===== src/rtl/redux_pkg.sv =====
// Shared definitions for the Redux-V core: datapath widths, the halt opcode
// and the fetch controller state encoding.
package redux_pkg;

  localparam int LARGURA_PC    = 8;
  localparam int LARGURA_INSTR = 8;

  localparam logic [LARGURA_INSTR-1:0] OP_HALT = 8'hFF;

  typedef enum logic [1:0] {
    OCIOSO  = 2'b00,
    BUSCA   = 2'b01,
    ENTREGA = 2'b10,
    PARADO  = 2'b11
  } estado_t;

endpackage : redux_pkg


===== src/rtl/contador_de_programa.sv =====
// Program counter register: restart load, branch load and increment.
// Holds its value whenever no command is asserted.
module contador_de_programa
  import redux_pkg::*;
#(
  parameter logic [LARGURA_PC-1:0] PC_INICIAL = 8'h00
) (
  input  logic                  clk,
  input  logic                  rst,
  input  logic                  carregar_inicial_i,
  input  logic                  carregar_alvo_i,
  input  logic                  incrementar_i,
  input  logic [LARGURA_PC-1:0] alvo_i,
  output logic [LARGURA_PC-1:0] pc_o
);

  logic [LARGURA_PC-1:0] pc_q, pc_d;

  // NOTE: every path assigns pc_d from the default first, so no latch forms.
  always_comb begin
    pc_d = pc_q;
    if (carregar_inicial_i) begin
      pc_d = PC_INICIAL;
    end else if (carregar_alvo_i) begin
      pc_d = alvo_i;
    end else if (incrementar_i) begin
      pc_d = pc_q + LARGURA_PC'(1);
    end
  end

  // NOTE: state registers use non-blocking assignments so every flop samples
  // pre-edge values regardless of block ordering.
  always_ff @(posedge clk or posedge rst) begin
    if (rst) begin
      pc_q <= PC_INICIAL;
    end else begin
      pc_q <= pc_d;
    end
  end

  assign pc_o = pc_q;

endmodule : contador_de_programa


===== src/rtl/controle_busca.sv =====
// Fetch controller: drives the instruction memory address, latches the
// instruction, delivers it over valid/ready and counts retired instructions.
module controle_busca
  import redux_pkg::*;
#(
  parameter logic [LARGURA_PC-1:0] PC_INICIAL = 8'h00,
  parameter logic [LARGURA_PC-1:0] LIMITE     = 8'hFF
) (
  input  logic                     clk,
  input  logic                     rst,
  input  logic                     iniciar,
  output logic [LARGURA_PC-1:0]    endereco,
  input  logic [LARGURA_INSTR-1:0] instrucao,
  output logic [LARGURA_INSTR-1:0] instr_saida,
  output logic                     instr_valida,
  input  logic                     instr_pronta,
  input  logic                     desvio,
  input  logic [LARGURA_PC-1:0]    alvo,
  output logic                     ocupado,
  output logic                     parado,
  output logic [15:0]              contagem
);

  estado_t                  estado_q, estado_d;
  logic [LARGURA_INSTR-1:0] ir_q, ir_d;
  logic [15:0]              contagem_q, contagem_d;
  logic                     carregar_inicial, carregar_alvo, incrementar;
  logic [LARGURA_PC-1:0]    pc;

  contador_de_programa #(
    .PC_INICIAL(PC_INICIAL)
  ) u_pc (
    .clk               (clk),
    .rst               (rst),
    .carregar_inicial_i(carregar_inicial),
    .carregar_alvo_i   (carregar_alvo),
    .incrementar_i     (incrementar),
    .alvo_i            (alvo),
    .pc_o              (pc)
  );

  always_comb begin
    estado_d         = estado_q;
    ir_d             = ir_q;
    contagem_d       = contagem_q;
    carregar_inicial = 1'b0;
    carregar_alvo    = 1'b0;
    incrementar      = 1'b0;

    unique case (estado_q)
      OCIOSO: begin
        if (iniciar) begin
          carregar_inicial = 1'b1;
          estado_d         = BUSCA;
        end
      end
      BUSCA: begin
        if (instrucao == OP_HALT) begin
          estado_d = PARADO;
        end else begin
          ir_d     = instrucao;
          estado_d = ENTREGA;
        end
      end
      ENTREGA: begin
        if (instr_pronta) begin
          contagem_d = (contagem_q == 16'hFFFF) ? contagem_q : contagem_q + 16'd1;
          // A taken branch wins over the end-of-memory check.
          if (desvio) begin
            carregar_alvo = 1'b1;
            estado_d      = BUSCA;
          end else if (pc == LIMITE) begin
            estado_d = PARADO;
          end else begin
            incrementar = 1'b1;
            estado_d    = BUSCA;
          end
        end
      end
      PARADO: begin
        if (iniciar) begin
          carregar_inicial = 1'b1;
          contagem_d       = 16'd0;
          estado_d         = BUSCA;
        end
      end
      default: estado_d = OCIOSO;
    endcase
  end

  always_ff @(posedge clk or posedge rst) begin
    if (rst) begin
      estado_q   <= OCIOSO;
      ir_q       <= '0;
      contagem_q <= '0;
    end else begin
      estado_q   <= estado_d;
      ir_q       <= ir_d;
      contagem_q <= contagem_d;
    end
  end

  // Outputs come from registers or state decode only; nothing depends on instr_pronta.
  assign endereco     = pc;
  assign instr_saida  = ir_q;
  assign instr_valida = (estado_q == ENTREGA);
  assign ocupado      = (estado_q == BUSCA) || (estado_q == ENTREGA);
  assign parado       = (estado_q == PARADO);
  assign contagem     = contagem_q;

endmodule : controle_busca


===== config.mk =====
export PLATFORM = sky130hd
export DESIGN_NAME = controle_busca
export DESIGN_NICKNAME = d
export VERILOG_FILES = /design/src/rtl/redux_pkg.sv /design/src/rtl/contador_de_programa.sv /design/src/rtl/controle_busca.sv
export SDC_FILE = /design/constraint.sdc
export NUM_CORES = 1
export LEC_CHECK = 0
export ABC_AREA = 1
export BUFFER_PORTS_ARGS = -buffer_cell sky130_fd_sc_hd__buf_2
export CAP_MARGIN = 30
export CORE_ASPECT_RATIO = 0.9
export CORE_MARGIN = 2
export CORE_UTILIZATION = 40
export CTS_CLUSTER_DIAMETER = 60
export DETAILED_ROUTE_END_ITERATION = 8
export PLACE_DENSITY_LB_ADDON = 0.25
export SETUP_SLACK_MARGIN = 0.2
export SYNTH_ARGS = -nofsm -noshare
export SYNTH_HDL_FRONTEND = slang
export SYNTH_SLANG_ARGS = --single-unit

===== constraint.sdc =====
create_clock -name clk -period 1.7 [get_ports clk]
set_clock_uncertainty 0.05 [all_clocks]
set_input_delay 0.085 -clock clk [delete_from_list [all_inputs] [get_ports clk]]
set_output_delay 0.085 -clock clk [all_outputs]
set_load 0.05 [all_outputs]

==> results of run 1 <==
==> metrics by stage <==
stage / cells / utilization, % / setup slack, ps / power (mW)
floorplan: 301 / - / 104 / 3.74
global placement: 424 / 50.0 / 161 / 4.31
detailed placement: 424 / 50.0 / 122 / 4.36
CTS: 447 / 54.6 / 176 / 5.14
global route: 450 / 55.9 / 54.8 / 5.66
finish: 450 / 55.9 / 159 / 5.28
==> synthesized netlist by cell type (3+ instances only) <==
cell,instances
o21ai_1,13
nand4_1,8
nor2_1,26
ha_1,6
inv_1,25
nand2_1,100
o21ai_0,7
nand3_1,39
o21bai_1,3
xor2_1,5
o21ai_2,4
nor2_2,4
dfrtp_1,34
inv_2,5
==> repair_timing <==
| item | 4_1_cts | 5_1_grt |
|---|---|---|
| hold buffers | 9 | 0 |
| gates resized for setup | 7 | 20 |
| setup buffers | 6 | 2 |
| cloned | 0 | 1 |
| pin swaps | 3 | 4 |
| setup endpoints to repair | 24 | 34 |
| endpoints found under the hold margin | 17 | 0 |
==> layout make-up <==
cell class                 instances  area share [%]
multi-input combinational        229            41.6
sequential                        34            30.2
timing repair buffer              80            17.8
inverter                          31            4.65
tap                               67            2.89
clock buffer                       8            2.76
timing repair inverter             1           0.172
==> sequential cells by signal (all words and copies together) (netlist names) <==
name / cells
u_pc.pc_o: 8
contagem: 16
estado_q: 2
instr_saida: 8
==> tightest hold or removal path, cell delays in order <==
cell	delay (ps)
buf_2	80
nand2_1	40
nand2_1	50
nand3_1	70
nand2_1	60
==> final timing paths <==
check,endpoint,depth (start not counted)
setup / recovery,contagem[5]$_DFFE_PP0P_,9
hold / removal,u_pc.pc_o[5]$_DFFE_PP0P_,5
setup reg to reg,contagem[5]$_DFFE_PP0P_,9
hold reg to reg,instr_saida[6]$_DFFE_PP0P_,2
max in group asynchronous,contagem[7]$_DFFE_PP0P_,4
min in group asynchronous,u_pc.pc_o[5]$_DFFE_PP0P_,3
==> placed cells by master, fill, tap and decap left out, drive strengths merged <==
cell,synthesis,routed
nor3,2,2
clkinvlp,0,1
dfrtp,34,34
buf,5,71
o21ai,24,24
nand4,8,8
o21bai,3,3
xor2,5,5
clkinv,1,4
nor2,31,31
nand3,40,40
inv,30,27
a21oi,1,1
clkbuf,2,8
a31oi,1,1
o31ai,1,1
or2,2,2
dlygate4sd3,0,9
ha,6,6
o211ai,1,1
o21a,1,1
nand2,103,103
==> per-layer routing <==
layer	part of all wire, %	vias to the layer above	GRT usage (%)
met1	45	1070	28.4
met4	1.6	0	8.47
li1	-	1134	-
met3	4.6	8	4.91
met5	0	-	0
met2	48	50	33.5
==> cell families (layout without fill, tap and decap cells) <==
group	Yosys count	count (layout)	share of synthesized area, %
AOI/OAI and AO/OA	32	32	8.97
DFF	34	34	39.9
xor gates and xnor gates	5	5	2.05
adders and majority gates	6	6	3.52
and+or+nand+nor	186	186	38.0
buffers and inverters	38	120	7.57
==> report_power, final <==
group | switching (mW) | total (mW) | leakage, nW | internal (mW)
combinational | 2.25 | 3.30 | 0.918 | 1.05
sequential | 0.280 | 1.39 | 0.419 | 1.11
clock | 0.299 | 0.590 | 0.0395 | 0.291
==> impl_metrics.env, run 1 <==
export IMPL_antenna_found_initial=0
export IMPL_num_io_pins=56
export IMPL_setup_viol=0
export IMPL_synth_edf_count=0
export IMPL_drt_pass1_iter_count=4
export IMPL_coreArea_mm2=0.00519
export IMPL_synthCells=301
export IMPL_die_w_um=81.0
export IMPL_ys_seq_area_share_pct=39.9
export IMPL_drive_gt1_share_pct=34.7
export IMPL_start_util_pct=41.1
export IMPL_path_buf_inv=2
export IMPL_maxCapViolCount=0
export IMPL_rows=25
export IMPL_drt_iter0_drc=113
export IMPL_synth_avg_cell_area_um2=7.09
export IMPL_seq_area_um2=876
export IMPL_n_antenna_cell=0
export IMPL_crit_family="simple AND/OR/NAND/NOR gates"
export IMPL_die_area_mm2=0.00593
export IMPL_hold_violations=0
export IMPL_grt_max_degree=21
export IMPL_r2r_start="estado_q[0]$_DFFE_PP0P_"
export IMPL_hold_ws_ps=64.8
export IMPL_max_slew_margin_rel_pct=65.4
export IMPL_multi_input_area_mm2=0.00121
export IMPL_ys_flop_type="dfrtp_1"
export IMPL_postPlaceCellArea_mm2=0.00259
export IMPL_yosys_area_top_type_share_pct=39.9
export IMPL_cp_end_kind="flop"
export IMPL_wirelength_um=5780
export IMPL_status="completed"
export IMPL_period_needed_ps=1540
export IMPL_synth_area_leaders="dfrtp_1, nand2_1, nand3_1"
export IMPL_setup_worst_path_start_class="flop"
export IMPL_area_growth_pct=36.1
export IMPL_ys_types=31
export IMPL_hp_start="alvo[5]"
export IMPL_leakagePower_nw=1.38
export IMPL_dpl_hpwl_um=4050
export IMPL_grt_overflow=0
export IMPL_worstHoldPathType="input pin to flop"
export IMPL_netlist_area_mm2=0.00213
export IMPL_yosysWarnings=0
export IMPL_nFillCells=541
export IMPL_cts_root_buf="clkbuf_8"
export IMPL_arrival_ps=1680
export IMPL_slew_viol_final=0
export IMPL_async_reset_ff_share_pct=100
export IMPL_synth_fp_nets=328
export IMPL_clk_pin_slew_ps=70
export IMPL_power_density_mw_per_mm2=1820
export IMPL_synth_top_area_cell="dfrtp_1"
export IMPL_grt_use_total_pct=21.3
export IMPL_dieHeight_um=73.3
export IMPL_clkSinkCount=34
export IMPL_finalSetupTns_ps=0
export IMPL_wl_per_cell_um=12.9
export IMPL_irDropWorstVdd_uv=1540
export IMPL_postLayoutCellArea_mm2=0.00290
export IMPL_critPathRequiredTime_ps=1840
export IMPL_ys_ff_latch=34
export IMPL_cp_max_fo=11
export IMPL_cts_inserted_buffers=5
export IMPL_rrSetupSlack_ps=160
export IMPL_rsz0062_at_grt="true"
export IMPL_grt_pass1_vias=2098
export IMPL_cp_startpoint="estado_q[0]$_DFFE_PP0P_"
export IMPL_worstSetupPathType="flop to flop"
export IMPL_crit_slowest_cell="dfrtp_2"
export IMPL_drc_errors=0
export IMPL_grt_pass1_wl_um=9720
export IMPL_via_per_inst=5.03
export IMPL_cp_cell_sequence="inv_2 -> ha_4 -> nand3_2 -> nor2_2 -> nand4_1 -> nand2_2 -> clkinv_4 -> nand2_1 -> o21ai_2"
export IMPL_finalNetCount=409
export IMPL_tightest_slew_ps=519
export IMPL_max_freq_mhz=649
export IMPL_clk_path_buf_depth=2
export IMPL_via_count=2262
export IMPL_gp_congestion=0.835
export IMPL_tritoncts="built"
export IMPL_slowest_delay_ps=440
export IMPL_htreeDepth=2
export IMPL_final_antenna_net_count=0
export IMPL_insertion_delay_ps=290
export IMPL_io_buffers=55
export IMPL_period_share_pct=90.6
Power figures use the tool's default switching activity.
==> run 2: changes to the inputs <==
SYNTH_HIERARCHICAL = 1   (was not set)
==> run 2 against run 1 <==
Effect of this change: first-iteration DRC count decreased by 16%; hold slack got worse by 59 ps; synthesized cell count decreased by 5.3%; global-route usage decreased by 1.8 points; clock-buffer cell count decreased by 3; power decreased by 8.5%; die area decreased by 0.94%; highest routed layer unchanged; clock power increased by 55%.
==> impl_metrics.env, run 2 <==
export IMPL_cts_root_buf="clkbuf_8"
export IMPL_instances_no_fill=441
export IMPL_clk_path_buf_depth=2
export IMPL_r2r_start="estado_q[1]$_DFFE_PP0P_"
export IMPL_tightest_slew_ps=341
export IMPL_die_area_mm2=0.00588
export IMPL_p_int_mw=2.60
export IMPL_slew_viol_final=0
export IMPL_num_io_pins=56
export IMPL_grt_pass1_vias=2001
export IMPL_netlist_area_mm2=0.00211
export IMPL_power_density_mw_per_mm2=1590
export IMPL_clkSinkCount=34
export IMPL_finalNetCount=400
export IMPL_cp_max_fo=8
export IMPL_nFillCells=487
export IMPL_arrival_ps=1650
export IMPL_setup_viol=0
export IMPL_rr_endpoint="u_pc/pc_o[3]$_DFFE_PP0P_"
export IMPL_grt_use_total_pct=19.5
export IMPL_seq_area_um2=877
export IMPL_multi_input_area_mm2=0.00128
export IMPL_tritoncts="built"
export IMPL_antenna_found_initial=0
export IMPL_rr_worst_depth=8
export IMPL_n_antenna_cell=0
export IMPL_ys_flop_type="dfrtp_1"
export IMPL_pwr_share_comb_pct=56.7
export IMPL_start_util_pct=40.9
export IMPL_synthCells=285
export IMPL_dpl_hpwl_um=3750
export IMPL_hp_start="instrucao[7]"
export IMPL_max_freq_mhz=654
export IMPL_final_cell_mix="nand2_1, buf_2, nor2_1, nand3_1, dfrtp_2"
export IMPL_rsz0062_at_grt="true"
export IMPL_drt_iter0_drc=95
export IMPL_hold_ws_ps=5.93
export IMPL_cts_inserted_buffers=5
export IMPL_synth_edf_count=0
export IMPL_whs_path_depth=3
export IMPL_hold_violations=0
export IMPL_gp_congestion=0.835
export IMPL_ys_ff_latch=34
export IMPL_via_count=2109
export IMPL_dieHeight_um=72.9
export IMPL_worstSetupPathType="flop to flop"
export IMPL_finalSetupTns_ps=0
export IMPL_rows=25
export IMPL_synth_avg_cell_area_um2=7.41
export IMPL_io_buffers=55
export IMPL_placedCellCount=409
export IMPL_status="completed"
export IMPL_area_growth_pct=44.3
export IMPL_grt_max_degree=27
export IMPL_die_w_um=80.6
export IMPL_period_share_pct=89.9
export IMPL_largest_reg_flops=16
export IMPL_p_sw_share_pct=46.2
export IMPL_clk_pin_slew_ps=80
export IMPL_drt_pass1_iter_count=4
export IMPL_synth_top_area_cell="dfrtp_1"
export IMPL_place_ws_ps=111
export IMPL_synth_area_leaders="dfrtp_1, nand2_1, nor2_1"
export IMPL_yosys_area_top_type_share_pct=40.3
export IMPL_max_slew_margin_rel_pct=77.2
export IMPL_ys_seq_area_share_pct=40.3
export IMPL_drive_gt1_share_pct=40.4
export IMPL_async_reset_ff_share_pct=100
export IMPL_cp_end_kind="flop"
export IMPL_drc_errors=0
export IMPL_worstHoldPathType="input pin to flop"
export IMPL_wirelength_um=5260
export IMPL_grt_pass1_wl_um=8950
export IMPL_setup_ws_ps=171
export IMPL_leakagePower_nw=1.46
export IMPL_pwr_share_seq_pct=24.4
export IMPL_critPathRequiredTime_ps=1820
export IMPL_htreeDepth=2
export IMPL_setup_worst_path_start_class="flop"
export IMPL_period_needed_ps=1530
export IMPL_via_per_inst=4.78
export IMPL_coreArea_mm2=0.00516
export IMPL_grt_overflow=0
export IMPL_final_common_cell="nand2_1"
export IMPL_clkPwrFrac_pct=18.9
export IMPL_final_antenna_net_count=0
export IMPL_rrSetupSlack_ps=170
export IMPL_switchingPower_mw=2.23
export IMPL_insertion_delay_ps=290
export IMPL_wl_per_cell_um=11.9
export IMPL_yosysWarnings=6
export IMPL_irDropWorstVdd_uv=836
export IMPL_ys_types=30
export IMPL_yosys_top_cells_count="nand2_1, dfrtp_1, nor2_1"
export IMPL_maxCapViolCount=0
export IMPL_synth_most_common_cell="nand2_1"
export IMPL_synth_fp_nets=312
export IMPL_hold_path_endpoint="instr_saida[7]$_DFFE_PP0P_"
## run 2: changes by cell type in the layout (fill, tap and decap cells not counted), moves of 3 or more
cell | previous run | this run
nor2_4 | 1 | 8
clkbuf_1 | 3 | 0
nand2_1 | 96 | 100
xnor2_1 | 0 | 5
o21ai_1 | 14 | 4
inv_4 | 0 | 3
nand4_1 | 8 | 5
o21ai_2 | 6 | 10
nand3_1 | 38 | 22
nor2_1 | 25 | 30
buf_6 | 4 | 7
inv_1 | 22 | 17
buf_4 | 12 | 17
## run 2: worst max-delay path: stages, from the launching register on
cell	delay, ps
dfrtp_2	460
ha_4	210
inv_4	90
nor2_4	50
buf_6	120
o21ai_4	250
nor2_1	70
nand2_1	70
nand2_1	60
## run 2: power groups by stage
stage          combinational (mW)  clock, mW  sequential, mW
2_1_floorplan                1.19          0            1.72
3_3_place_gp                 2.19          0            1.20
5_1_grt                      2.97      0.962            1.21
6_report                     2.74      0.914            1.18
3_5_place_dp                 2.20          0            1.21
4_1_cts                      2.55      0.933            1.18
## run 2: how the worst max path moves through the flow
stage	slack [ps]	startpoint	endpoint	cells after the start
detailed placement	110	estado_q[0]$_DFFE_PP0P_	contagem[4]$_DFFE_PP0P_	8
global route	100	estado_q[0]$_DFFE_PP0P_	contagem[6]$_DFFE_PP0P_	8
CTS	180	estado_q[0]$_DFFE_PP0P_	contagem[8]$_DFFE_PP0P_	8
global placement	170	estado_q[0]$_DFFE_PP0P_	contagem[4]$_DFFE_PP0P_	8
finish	170	estado_q[1]$_DFFE_PP0P_	u_pc/pc_o[3]$_DFFE_PP0P_	8
floorplan	110	contagem[0]$_DFFE_PP0P_	contagem[13]$_DFFE_PP0P_	8
## run 2: kinds of logic (layout without fill, tap and decap cells)
kind of cell | count (synthesis) | count (layout) | synth area share [%]
AO/OA/AOI/OAI | 26 | 26 | 7.82
XOR/XNOR | 12 | 12 | 4.98
adder cells (fa/ha/maj) | 6 | 6 | 3.55
buffers and inverters | 29 | 118 | 6.10
flip-flops | 34 | 34 | 40.3
AND/OR/NAND/NOR | 178 | 178 | 37.3
## run 2: what timing repair did
action,in CTS,in global routing
gates cloned,0,0
hold endpoints to repair,41,0
pin swaps,9,7
hold buffers,8,0
setup endpoints to repair,25,27
gates resized for setup,25,14
buffers inserted,13,3
## run 2: per-layer routing
| metal | track usage [%] | part of all wire, % |
|---|---|---|
| met1 | 26.2 | 45 |
| met2 | 30.6 | 47 |
| met3 | 4.21 | 6.1 |
| met4 | 8.10 | 2.7 |
| met5 | 0 | 0 |
## run 2: final cells by class
| cell class | instances | share of cell area (%) |
|---|---|---|
| tap | 67 | 2.75 |
| multi-input combinational | 222 | 42.0 |
| sequential | 34 | 28.8 |
| clock inverter | 3 | 2.26 |
| inverter | 24 | 3.33 |
| clock buffer | 5 | 2.26 |
| timing repair buffer | 86 | 18.6 |
## run 2: stage by stage
stage	utilization, %	instance area (um2)	power [mW]
after floorplan	-	2210	2.92
after global placement	50.0	2580	3.39
after detailed placement	50.0	2580	3.40
after CTS	57.6	2980	4.66
after global routing	59.0	3050	5.14
final	59.0	3050	4.83
